## config.mk

```make
export PLATFORM = sky130hd
export DESIGN_NAME = registro_universal_n
export DESIGN_NICKNAME = d
export VERILOG_FILES = /design/src/rtl/registro_pkg.sv /design/src/rtl/paso_desplazamiento.sv /design/src/rtl/registro_universal_n.sv
export SDC_FILE = /design/constraint.sdc
export NUM_CORES = 1
export LEC_CHECK = 0
export ABC_AREA = 1
export CELL_PAD_IN_SITES_DETAIL_PLACEMENT = 1
export CELL_PAD_IN_SITES_GLOBAL_PLACEMENT = 1
export CORE_MARGIN = 2
export CORE_UTILIZATION = 35
export DETAILED_ROUTE_END_ITERATION = 10
export GPL_ROUTABILITY_DRIVEN = 1
export PLACE_DENSITY_LB_ADDON = 0.08
export SLEW_MARGIN = 20
export SYNTH_ARGS = -nofsm -noshare
export SYNTH_HDL_FRONTEND = slang
export SYNTH_SLANG_ARGS = --single-unit
```

## constraint.sdc

```tcl
create_clock -name clk -period 2.21 [get_ports clk]
set_clock_uncertainty 0.1 [all_clocks]
set_input_delay 0.442 -clock clk [delete_from_list [all_inputs] [get_ports clk]]
set_output_delay 0.442 -clock clk [all_outputs]
set_load 0.01 [all_outputs]
```

## src/rtl/registro_pkg.sv

```systemverilog
// rtl/registro_pkg.sv - shared mode encodings and FSM state type for the universal shift register
package registro_pkg;

    typedef enum logic [1:0] {
        MODO_SERIAL = 2'b00,
        MODO_ROTAR  = 2'b01,
        MODO_CARGA  = 2'b10,
        MODO_ARIT   = 2'b11
    } modo_t;

    typedef enum logic {
        IDLE = 1'b0,
        RUN  = 1'b1
    } estado_t;

    localparam logic DIR_IZQ = 1'b0;
    localparam logic DIR_DER = 1'b1;

endpackage

```

## src/rtl/paso_desplazamiento.sv

```systemverilog
// rtl/paso_desplazamiento.sv - combinational single step (shift, rotate, load, arithmetic shift)
module paso_desplazamiento
    import registro_pkg::*;
#(
    parameter int WIDTH = 8
) (
    input  logic [WIDTH-1:0] q,
    input  logic [1:0]       modo,
    input  logic             dir,
    input  logic             s_in,
    input  logic [WIDTH-1:0] d,
    output logic [WIDTH-1:0] q_next,
    output logic             bit_out
);

    logic fill;

    // fill is the bit that enters at the end opposite to the departing bit
    always_comb begin
        fill = s_in;
        case (modo)
            MODO_SERIAL: fill = s_in;
            MODO_ROTAR:  fill = (dir == DIR_DER) ? q[0] : q[WIDTH-1];
            MODO_ARIT:   fill = (dir == DIR_DER) ? q[WIDTH-1] : 1'b0;
            default:     fill = s_in;
        endcase
    end

    always_comb begin
        q_next  = q;
        bit_out = 1'b0;
        if (modo == MODO_CARGA) begin
            q_next  = d;
            bit_out = 1'b0;
        end else if (dir == DIR_DER) begin
            q_next  = {fill, q[WIDTH-1:1]};
            bit_out = q[0];
        end else begin
            q_next  = {q[WIDTH-2:0], fill};
            bit_out = q[WIDTH-1];
        end
    end

endmodule

```

## src/rtl/registro_universal_n.sv

```systemverilog
// rtl/registro_universal_n.sv - universal N-bit shift register with multi-step burst FSM
module registro_universal_n
    import registro_pkg::*;
#(
    parameter int WIDTH = 8,
    parameter int CNT_W = 4
) (
    input  logic             clk,
    input  logic             RST,
    input  logic             ENB,
    input  logic             DIR,
    input  logic             S_IN,
    input  logic [1:0]       MODO,
    input  logic             START,
    input  logic [CNT_W-1:0] CNT,
    input  logic [WIDTH-1:0] D,
    output logic [WIDTH-1:0] Q,
    output logic             S_OUT,
    output logic             BUSY,
    output logic             DONE
);

    localparam logic [CNT_W-1:0] CNT_CERO = '0;
    localparam logic [CNT_W-1:0] CNT_UNO  = {{(CNT_W-1){1'b0}}, 1'b1};

    estado_t          estado, nxt_estado;
    logic [WIDTH-1:0] q_r, nxt_q;
    logic             s_out_r, nxt_s_out;
    logic             done_r, nxt_done;
    logic [CNT_W-1:0] resto, nxt_resto;
    logic [1:0]       modo_lat, nxt_modo_lat;
    logic             dir_lat, nxt_dir_lat;

    logic [1:0]       sel_modo;
    logic             sel_dir;
    logic [WIDTH-1:0] paso_q;
    logic             paso_bit;

    // One step datapath shared by single steps and bursts; bursts use the latched controls
    assign sel_modo = (estado == RUN) ? modo_lat : MODO;
    assign sel_dir  = (estado == RUN) ? dir_lat  : DIR;

    paso_desplazamiento #(
        .WIDTH (WIDTH)
    ) u_paso (
        .q       (q_r),
        .modo    (sel_modo),
        .dir     (sel_dir),
        .s_in    (S_IN),
        .d       (D),
        .q_next  (paso_q),
        .bit_out (paso_bit)
    );

    always_ff @(posedge clk or posedge RST) begin
        if (RST) begin
            estado   <= IDLE;
            q_r      <= '0;
            s_out_r  <= 1'b0;
            done_r   <= 1'b0;
            resto    <= '0;
            modo_lat <= MODO_SERIAL;
            dir_lat  <= DIR_IZQ;
        end else begin
            estado   <= nxt_estado;
            q_r      <= nxt_q;
            s_out_r  <= nxt_s_out;
            done_r   <= nxt_done;
            resto    <= nxt_resto;
            modo_lat <= nxt_modo_lat;
            dir_lat  <= nxt_dir_lat;
        end
    end

    // resto holds the steps still owed after the current edge
    always_comb begin
        nxt_estado   = estado;
        nxt_q        = q_r;
        nxt_s_out    = s_out_r;
        nxt_done     = 1'b0;
        nxt_resto    = resto;
        nxt_modo_lat = modo_lat;
        nxt_dir_lat  = dir_lat;
        case (estado)
            IDLE: begin
                if (ENB) begin
                    if (START) begin
                        if (MODO == MODO_CARGA) begin
                            nxt_q     = paso_q;
                            nxt_s_out = paso_bit;
                            nxt_done  = 1'b1;
                        end else if (CNT == CNT_CERO) begin
                            nxt_done = 1'b1;
                        end else begin
                            nxt_q     = paso_q;
                            nxt_s_out = paso_bit;
                            if (CNT == CNT_UNO) begin
                                nxt_done = 1'b1;
                            end else begin
                                nxt_estado   = RUN;
                                nxt_resto    = CNT - CNT_UNO;
                                nxt_modo_lat = MODO;
                                nxt_dir_lat  = DIR;
                            end
                        end
                    end else begin
                        nxt_q     = paso_q;
                        nxt_s_out = paso_bit;
                    end
                end
            end
            RUN: begin
                if (ENB) begin
                    nxt_q     = paso_q;
                    nxt_s_out = paso_bit;
                    if (resto == CNT_UNO) begin
                        nxt_estado = IDLE;
                        nxt_resto  = CNT_CERO;
                        nxt_done   = 1'b1;
                    end else begin
                        nxt_resto = resto - CNT_UNO;
                    end
                end
            end
            default: begin
                nxt_estado = IDLE;
                nxt_resto  = CNT_CERO;
            end
        endcase
    end

    assign Q     = q_r;
    assign S_OUT = s_out_r;
    assign BUSY  = (estado == RUN);
    assign DONE  = done_r;

endmodule

```

[Word level (Yosys, flattened, before mapping)]
Index checks and enable logic that the tools add are counted.
Word-level totals
  register bits after elaboration: 18
  input port bits: 20
  logic and storage cells: 74
Operators by class
  add/sub/neg operators: 2
  equal/unequal tests: 13
  muxes and demuxes: 44
  bitwise gates (word level): 4
  reduce and logical (&&, ||, !) cells: 4
Operator list (count)
  $mux 8: 7
  $mux 4: 7
  $mux 1: 23
  $pmux 8 s2: 1
  $ne 2x2->1 const B: 6
  $reduce_and 6->1: 2
  $eq 4x1->1 const B: 2
  $pmux 1 s2: 4
  $pmux 4 s2: 1
  $sub 4x1->4 const B: 2
  $eq 2x2->1 const B: 3
  $logic_not 4->1: 1
  $ne 4x4->1 const B: 1
  $not 1->1: 4
  $reduce_and 3->1: 1
  $eq 2x1->1 const B: 1
  $mux 2: 1

[Depth between registers and ports, before layout]
Gate-level depths: netlist (run 1).
  depth after elaboration: 10
  gate-level depth with buffers: 11
  gate-level depth less buffers: 11

[By module]
Synthesis (run 1) repeated with hierarchy kept, for this count alone.
Unflattened totals
  cells, all modules: 181
  area, all modules: 1242.4 µm²
Modules (own cells, without submodules)
  registro_universal_n: times used 1, cells an instance 128, area an instance 993.5 µm², seq. area each 450.4 µm²
  paso_desplazamiento: times used 1, cells an instance 53, area an instance 249.0 µm², seq. area each 0.0 µm²

[Least setup slack after synthesis (run 1)]
OpenSTA, ideal clock, no wires.
  path kind: input to register
  from: input port CNT[0]
  to: register resto[1]
  library setup time: 0.076 ns
  data arrival time: 1.360 ns
  required time: 2.034 ns
  slack: 0.674 ns
  stages on the path: 9
  path buffers: 0
  cell sequence: inv_1 -> ha_1 -> nand2_4 -> nand2_2 -> nor2_4 -> nand2_2 -> a21oi_4 -> o21ai_1 -> o21ai_1
On the way
  longest elaborated chain between the ends: 7
Ends and longest elaborated chain
  from (decl): line registro_universal_n.sv:15  | input logic [CNT_W-1:0] CNT,
  $sub 4x1->4: line registro_universal_n.sv:101  | nxt_resto = CNT - CNT_UNO;
  $mux 4: line registro_universal_n.sv:97  | if (CNT == CNT_UNO) begin
  $mux 4: line registro_universal_n.sv:92  | end else if (CNT == CNT_CERO) begin
  $mux 4: line registro_universal_n.sv:88  | if (MODO == MODO_CARGA) begin
  $mux 4: line registro_universal_n.sv:87  | if (START) begin
  $mux 4: line registro_universal_n.sv:86  | if (ENB) begin
  $pmux 4 s2: line registro_universal_n.sv:84  | case (estado)
  to (signal assigned): line registro_universal_n.sv:69  | resto <= nxt_resto;
  to (decl): line registro_universal_n.sv:30  | logic [CNT_W-1:0] resto, nxt_resto;
Several ways; a longest one is shown, not always the timed one. The select of a mux whose other input is x is not followed.
A chain may end at the register's enable or synchronous reset.

[Worst setup path after layout (run 1)]
Same ends and word-level chain as after synthesis.

==> results_dict.tcl, run 1 <==
set metrics [dict create \
    status "finished clean" \
    crit_path_max_fanout 8 \
    grt_max_degree 19 \
    critical_path.reg2reg.startpoint "BUSY$_DFF_PP0_" \
    die_y_um 64.98 \
    fillers 457 \
    grt_pass1_vias 1246 \
    placement.io_buffers 30 \
    power.ir.vdd_worst_uv 482.4 \
    synth_async_reset_ratio_pct 100.0 \
    synth_area_leader_cell "dfrtp_1" \
    fp.coreArea_um2 3606 \
    yosysSeqAreaShare_pct 34.62 \
    grt_overflow 0 \
    timing.reg2reg.worst_path_depth 7 \
    antenna_cells 0 \
    syn_nets 196 \
    timing.final.max_slew_violations 0 \
    count_of_cell_types_in_the_netlist 27 \
    timing_worst_setup_path_type "in2reg" \
    whs_endpoint "modo_lat[0]$_DFFE_PP0P_" \
    synth.area.mux_share_pct 0 \
    post-synth-top-count-cell "nand2_1" \
    synth_edf_count 0 \
    synthDominantCellAreaShare_pct 34.62 \
    period_minus_slack_ns 1.935 \
    dr.max_layer_used "met4" \
    post_cts_hold_buffer_count 0 \
    met1_length_um 1528 \
    post_cts_resized 0 \
    final_nets 231 \
    setup.worst_path.start_class "input port" \
    routed_via_density 4.835 \
    cap_violations 0 \
    synth-compound-area-share_pct 17.60 \
    die_area_um2 4222 \
    cts_inserted_buffers 3 \
    areaGrowthSynthToFinish_pct 31.06 \
    postSynthCellCount 172 \
    final_layout_size_suffix_gt1_share_pct 15.05 \
    clk_pin_slew_worst_paths_ns 0.08 \
    clock_latency_ns 0.26 \
    route.vias.total 1228 \
    remaining_drc_errors 0 \
    synth_xor_area_share_pct 2.019 \
    fp.dieW_um 64.98 \
    total_leakage_power_nw 0.8110 \
    wire_length_of_the_first_global_routing_pass_um 5975 \
    design.portCount 31 \
    finalWirelength_um 3338 \
    dp.final_hpwl_um 2697 \
    ys.flop_type "dfrtp_1" \
    critical_path.reg2reg.endpoint "Q[7]$_DFFE_PP0P_" \
    slew_headroom_pct 79.85 \
    crit_required_ns 2.30 \
    grt_use_total_pct 18.61 \
    hold_slack_ns 0.4013 \
    synthAdderAreaFrac_pct 3.846 \
    hold_violations 0 \
    grt_antenna_before_repair 0 \
    final_antenna_net_count 0 \
    syn_area_per_cell_um2 7.565 \
    synth.cell_area_um2 1301 \
    setup_repair_after_global_routing_missed_its_margin "false" \
    synth.top_cells.by_count "nand2_1 (39), inv_1 (22), dfrtp_1 (18), nor2_1 (18), o21ai_0 (18)" \
    placed_cells 250 \
    initial_core_util_pct 36.09 \
    placement_rows 22 \
    gp_congestion 0.7720 \
    min_delay_path_depth 2 \
    cts_setup_buffers 0 \
    cts-root-to-sink-buffers 2 \
    avgRoutedWirePerCell_um 13.14 \
    layoutNonFillerInstCount 254 \
    synth-warning-count 0 \
    timing.critical_path.to_type "flop" \
    dr.pass1.iters 7 \
    synth-seq-cells 18 \
    synthSimpleGateAreaFrac_pct 32.12 \
    cts_tree "done" \
    fin_crit_sh_pct 87.57 \
    clock_tree.htree_level_count 1 \
    clock_tree.root_cell "clkbuf_8" \
    timing.fmax_ghz 0.5167 \
    holdCritPathClass "reg2reg" \
    worstPathArrival_ns 2.03 \
    drtIter0Drc 28 \
    power_density_nw_per_um2 1278 \
    detailroute.wirelength.met3_um 98 \
    dominant_combinational_cell_family_by_area_after_synthesis "simple AND/OR/NAND/NOR gates" \
    post_synth_main_area_contributors "dfrtp_1 (35%), nand2_1 (11%), o21ai_0 (6.9%)" \
    worst_pin_slew_ns 0.3012 \
    met2_wirelength_um 1657 \
    min-delay-start "modo_lat[0]$_DFFE_PP0P_" \
    finalSetupViolations 0 \
    worst-r2r-setup-slack_ns 0.61 \
    clock-sinks 18 \
]
## kinds of logic (layout without fill, tap and decap cells)
group                      Yosys count  after routing
xor gates and xnor gates             3              3
buffers and inverters               28             62
and+or+nand+nor                     81             81
AOI/OAI and AO/OA                   38             38
adders and majority gates            4              4
DFF                                 18             18
## state kept, by name, indices dropped and copies added (netlist names)
register / flops
BUSY: 1
DONE: 1
Q: 8
S_OUT: 1
dir_lat: 1
modo_lat: 2
resto: 4
## critical path: stages
cell and delay (ns):
clkdlybuf4s50_1 0.50, inv_1 0.07, ha_1 0.25, nand2_4 0.12, nand2_2 0.07, nor2_4 0.11, nand2_2 0.07, a21oi_4 0.22
o21ai_1 0.10, o21ai_1 0.08
## worst max path at each step
stage	end	startpoint	slack (ns)
2_1_floorplan	resto[1]$_DFFE_PP0P_	CNT[0]	0.67
3_3_place_gp	resto[1]$_DFFE_PP0P_	CNT[0]	0.08
3_5_place_dp	resto[2]$_DFFE_PP0P_	CNT[0]	-0.03
4_1_cts	resto[1]$_DFFE_PP0P_	CNT[0]	0.25
5_1_grt	modo_lat[0]$_DFFE_PP0P_	CNT[0]	0.1
6_report	resto[1]$_DFFE_PP0P_	CNT[0]	0.27
## layer usage
layer  vias to the layer above  global-route usage [%]
met5                         -                       0
met4                         0                   7.979
met3                         4                   3.646
met2                        16                   30.03
met1                       593                   24.13
li1                        615                       -
## placed cells by master (no fill, tap or decap)
cell type and count:
nand3_4 1, nor2_1 18, xnor2_1 2, nor2_4 3
o21ai_4 1, o21ai_2 1, clkbuf_8 4, inv_1 22
o22ai_1 3, nand3_2 1, inv_2 3, nand2_2 4
a21oi_2 1, clkdlybuf4s50_1 30, dfrtp_1 18, a21oi_4 1
a21oi_1 7, ha_1 4, nor2_2 2, nand2_1 39
o211ai_1 2, nand4_2 1, nand2_4 5, o21ai_1 4
o21ai_0 18, buf_4 3, nand4_1 1, nand3_1 6
xor2_1 1
## stage by stage
stage               area (um^2)  util, %  power [mW]  setup WS (ns)  TNS [ns]
floorplan                  1301        -       1.513         0.6739         0
global placement           1650    45.77       1.879        0.07744         0
detailed placement         1650    45.77       1.928       -0.02950  -0.09034
CTS                        1705    47.29       2.212         0.2518         0
global route               1705    47.29       2.412        0.09994         0
finish                     1705    47.29       2.180         0.2748         0
## power by group
| group | internal (mW) | switching (mW) |
|---|---|---|
| clock | 0.159 | 0.121 |
| sequential | 0.486 | 0.123 |
| combinational | 0.553 | 0.739 |
## final cells by class
class                           instances  area [um^2]  share of cell area, %
Clock buffer                            4        55.05                  3.228
Inverter                               25        93.84                  5.503
Multi-Input combinational cell        126        723.2                  42.41
Sequential cell                        18        450.4                  26.41
Tap cell                               48        60.06                  3.522
Timing Repair Buffer                   33        322.8                  18.93
Note: power is estimated with default switching activity, not from simulation.
==> run 2, diff against run 1 <==
- CORE_MARGIN: 2 -> 10
==> results_dict.tcl, run 2 (synthesis results as in run 1) <==
set metrics [dict create \
    status "finished clean" \
    finalSetupViolations 0 \
    clock_tree.root_cell "clkbuf_8" \
    dr.pass1.iters 4 \
    timing.critical_path.slowest_stage_cell "clkdlybuf4s50_1" \
    avgRoutedWirePerCell_um 14.32 \
    cts_inserted_buffers 3 \
    timing.reg2reg.worst_path_depth 7 \
    dp_worst_setup_slack_ns -0.04020 \
    timing.fmax_ghz 0.5057 \
    power.ir.vdd_worst_uv 468.2 \
    critical_path.max_stage_delay_ns 0.50 \
    routed_via_density 4.837 \
    placement.io_buffers 30 \
    fp.coreArea_um2 3633 \
    dp.final_hpwl_um 2887 \
    design.portCount 31 \
    comb_power_share_pct 58.4 \
    critical_path.reg2reg.startpoint "BUSY$_DFF_PP0_" \
    layoutNonFillerInstCount 252 \
    grt_max_degree 19 \
    largest_register_ff_count 8 \
    drtIter0Drc 30 \
    finalSetupTns_ns 0 \
    timing.final.max_slew_violations 0 \
    antenna_cells 0 \
    critical_path.cell_chain "clkdlybuf4s50_1 -> inv_1 -> ha_1 -> nand2_4 -> nand2_2 -> nor2_4 -> nand2_2 -> a21oi_4 -> o21ai_1 -> o21ai_1" \
    min-delay-start "modo_lat[0]$_DFFE_PP0P_" \
    areaGrowthSynthToFinish_pct 29.52 \
    crit_path_max_fanout 8 \
    switching_share_pct 46.32 \
    clk_pin_slew_worst_paths_ns 0.07 \
    grt_antenna_before_repair 0 \
    share_seq_of_total_power_pct 30.4 \
    fp.dieW_um 80.98 \
    cpLargestDelayFamily "buffers and inverters" \
    final_util_pct 46.38 \
    final_cell_mix "nand2_1 (39), clkdlybuf4s50_1 (30), inv_1 (22)" \
    setup.worst_path.start_class "input port" \
    timing_worst_setup_path_type "in2reg" \
    finalWirelength_um 3609 \
    worstPathArrival_ns 2.06 \
    final_critical_path_setup_slack_ns 0.2325 \
    hold_violations 0 \
    die_area_um2 6557 \
    gp_congestion 0.7956 \
    placed_cells 249 \
    wire_length_of_the_first_global_routing_pass_um 6072 \
    final_layout_size_suffix_gt1_share_pct 14.71 \
    initial_core_util_pct 35.81 \
    worst_pin_slew_ns 0.3154 \
    worst-r2r-setup-slack_ns 0.56 \
    timing.critical_path.to_type "flop" \
    fin_crit_sh_pct 89.48 \
    path_buf_inv 2 \
    power_density_nw_per_um2 1272 \
    placement_rows 22 \
    total_leakage_power_nw 0.7982 \
    clock_power_share_pct 11.2 \
    period_minus_slack_ns 1.977 \
    setup_repair_after_global_routing_missed_its_margin "false" \
    critical_path.reg2reg.endpoint "Q[7]$_DFFE_PP0P_" \
    cap_violations 0 \
    final_nets 230 \
    most_common_cell_after_layout_fill_and_taps_aside "nand2_1" \
    cts_tree "done" \
    clock_tree.htree_level_count 1 \
    holdCritPathClass "reg2reg" \
    post_cts_hold_buffer_count 0 \
    p_switching_mw 0.9930 \
    internal-power_mw 1.151 \
    cts-root-to-sink-buffers 2 \
    clock-sinks 18 \
    die_y_um 80.98 \
    clock_latency_ns 0.26 \
    route.vias.total 1219 \
    grt_use_total_pct 11.66 \
    slew_headroom_pct 78.97 \
    remaining_drc_errors 0 \
    whs_endpoint "modo_lat[0]$_DFFE_PP0P_" \
    grt_pass1_vias 1279 \
    min_delay_path_depth 2 \
    final_antenna_net_count 0 \
    grt_overflow 0 \
    crit_required_ns 2.30 \
]
## run 2: how the worst max path moves through the flow
stage,from,to,slack [ns],cells after the start
2_1_floorplan,CNT[0],resto[1]$_DFFE_PP0P_,0.67,9
3_3_place_gp,CNT[0],resto[1]$_DFFE_PP0P_,0.07,10
3_5_place_dp,CNT[0],resto[1]$_DFFE_PP0P_,-0.04,10
4_1_cts,BUSY$_DFF_PP0_,BUSY,0.05,1
5_1_grt,CNT[0],resto[1]$_DFFE_PP0P_,0.07,10
6_report,CNT[0],resto[1]$_DFFE_PP0P_,0.23,10
## run 2: routing by layer
metal | track usage, % | up-vias | part of all wire (%)
met4 | 2.595 | 0 | 0.69
met2 | 19.82 | 21 | 50
met5 | 0 | - | 0
met1 | 14.47 | 583 | 43
li1 | - | 611 | -
met3 | 2.980 | 4 | 5.6
## run 2: final cells by class
class                           instances  area, um^2
Timing Repair Buffer                   32       315.3
Multi-Input combinational cell        126       723.2
Sequential cell                        18       451.7
Fill cell                             476        1948
Tap cell                               48       60.06
Inverter                               25       93.84
Clock buffer                            3       41.29
## run 2: power groups by stage
stage | Clock, mW | Sequential (mW) | Combinational [mW]
5_1_grt | 0.261 | 0.682 | 1.44
4_1_cts | 0.247 | 0.650 | 1.28
2_1_floorplan | 0 | 0.638 | 0.874
3_3_place_gp | 0 | 0.640 | 1.23
6_report | 0.241 | 0.652 | 1.25
3_5_place_dp | 0 | 0.655 | 1.27
## run 2: stage by stage
step / total power [mW] / cell area [um^2] / hold slack (ns)
floorplan: 1.513 / 1301 / 0.2806
global placement: 1.867 / 1643 / 0.3665
detailed placement: 1.925 / 1643 / 0.3846
CTS: 2.175 / 1684 / 0.4011
global route: 2.387 / 1685 / 0.4396
finish: 2.144 / 1685 / 0.3930
## run 2: worst register-to-register path, stage by stage, from the launching register on
cell and delay (ns):
dfrtp_2 0.56, inv_2 0.08, nand2_1 0.06, nand2_1 0.10
nand2_2 0.24, inv_2 0.11, a21oi_1 0.21, a21oi_2 0.08
## run 2: timing repair
action,in CTS,in global routing
resized for setup,0,1
setup endpoints to repair,0,1
setup buffers,0,0
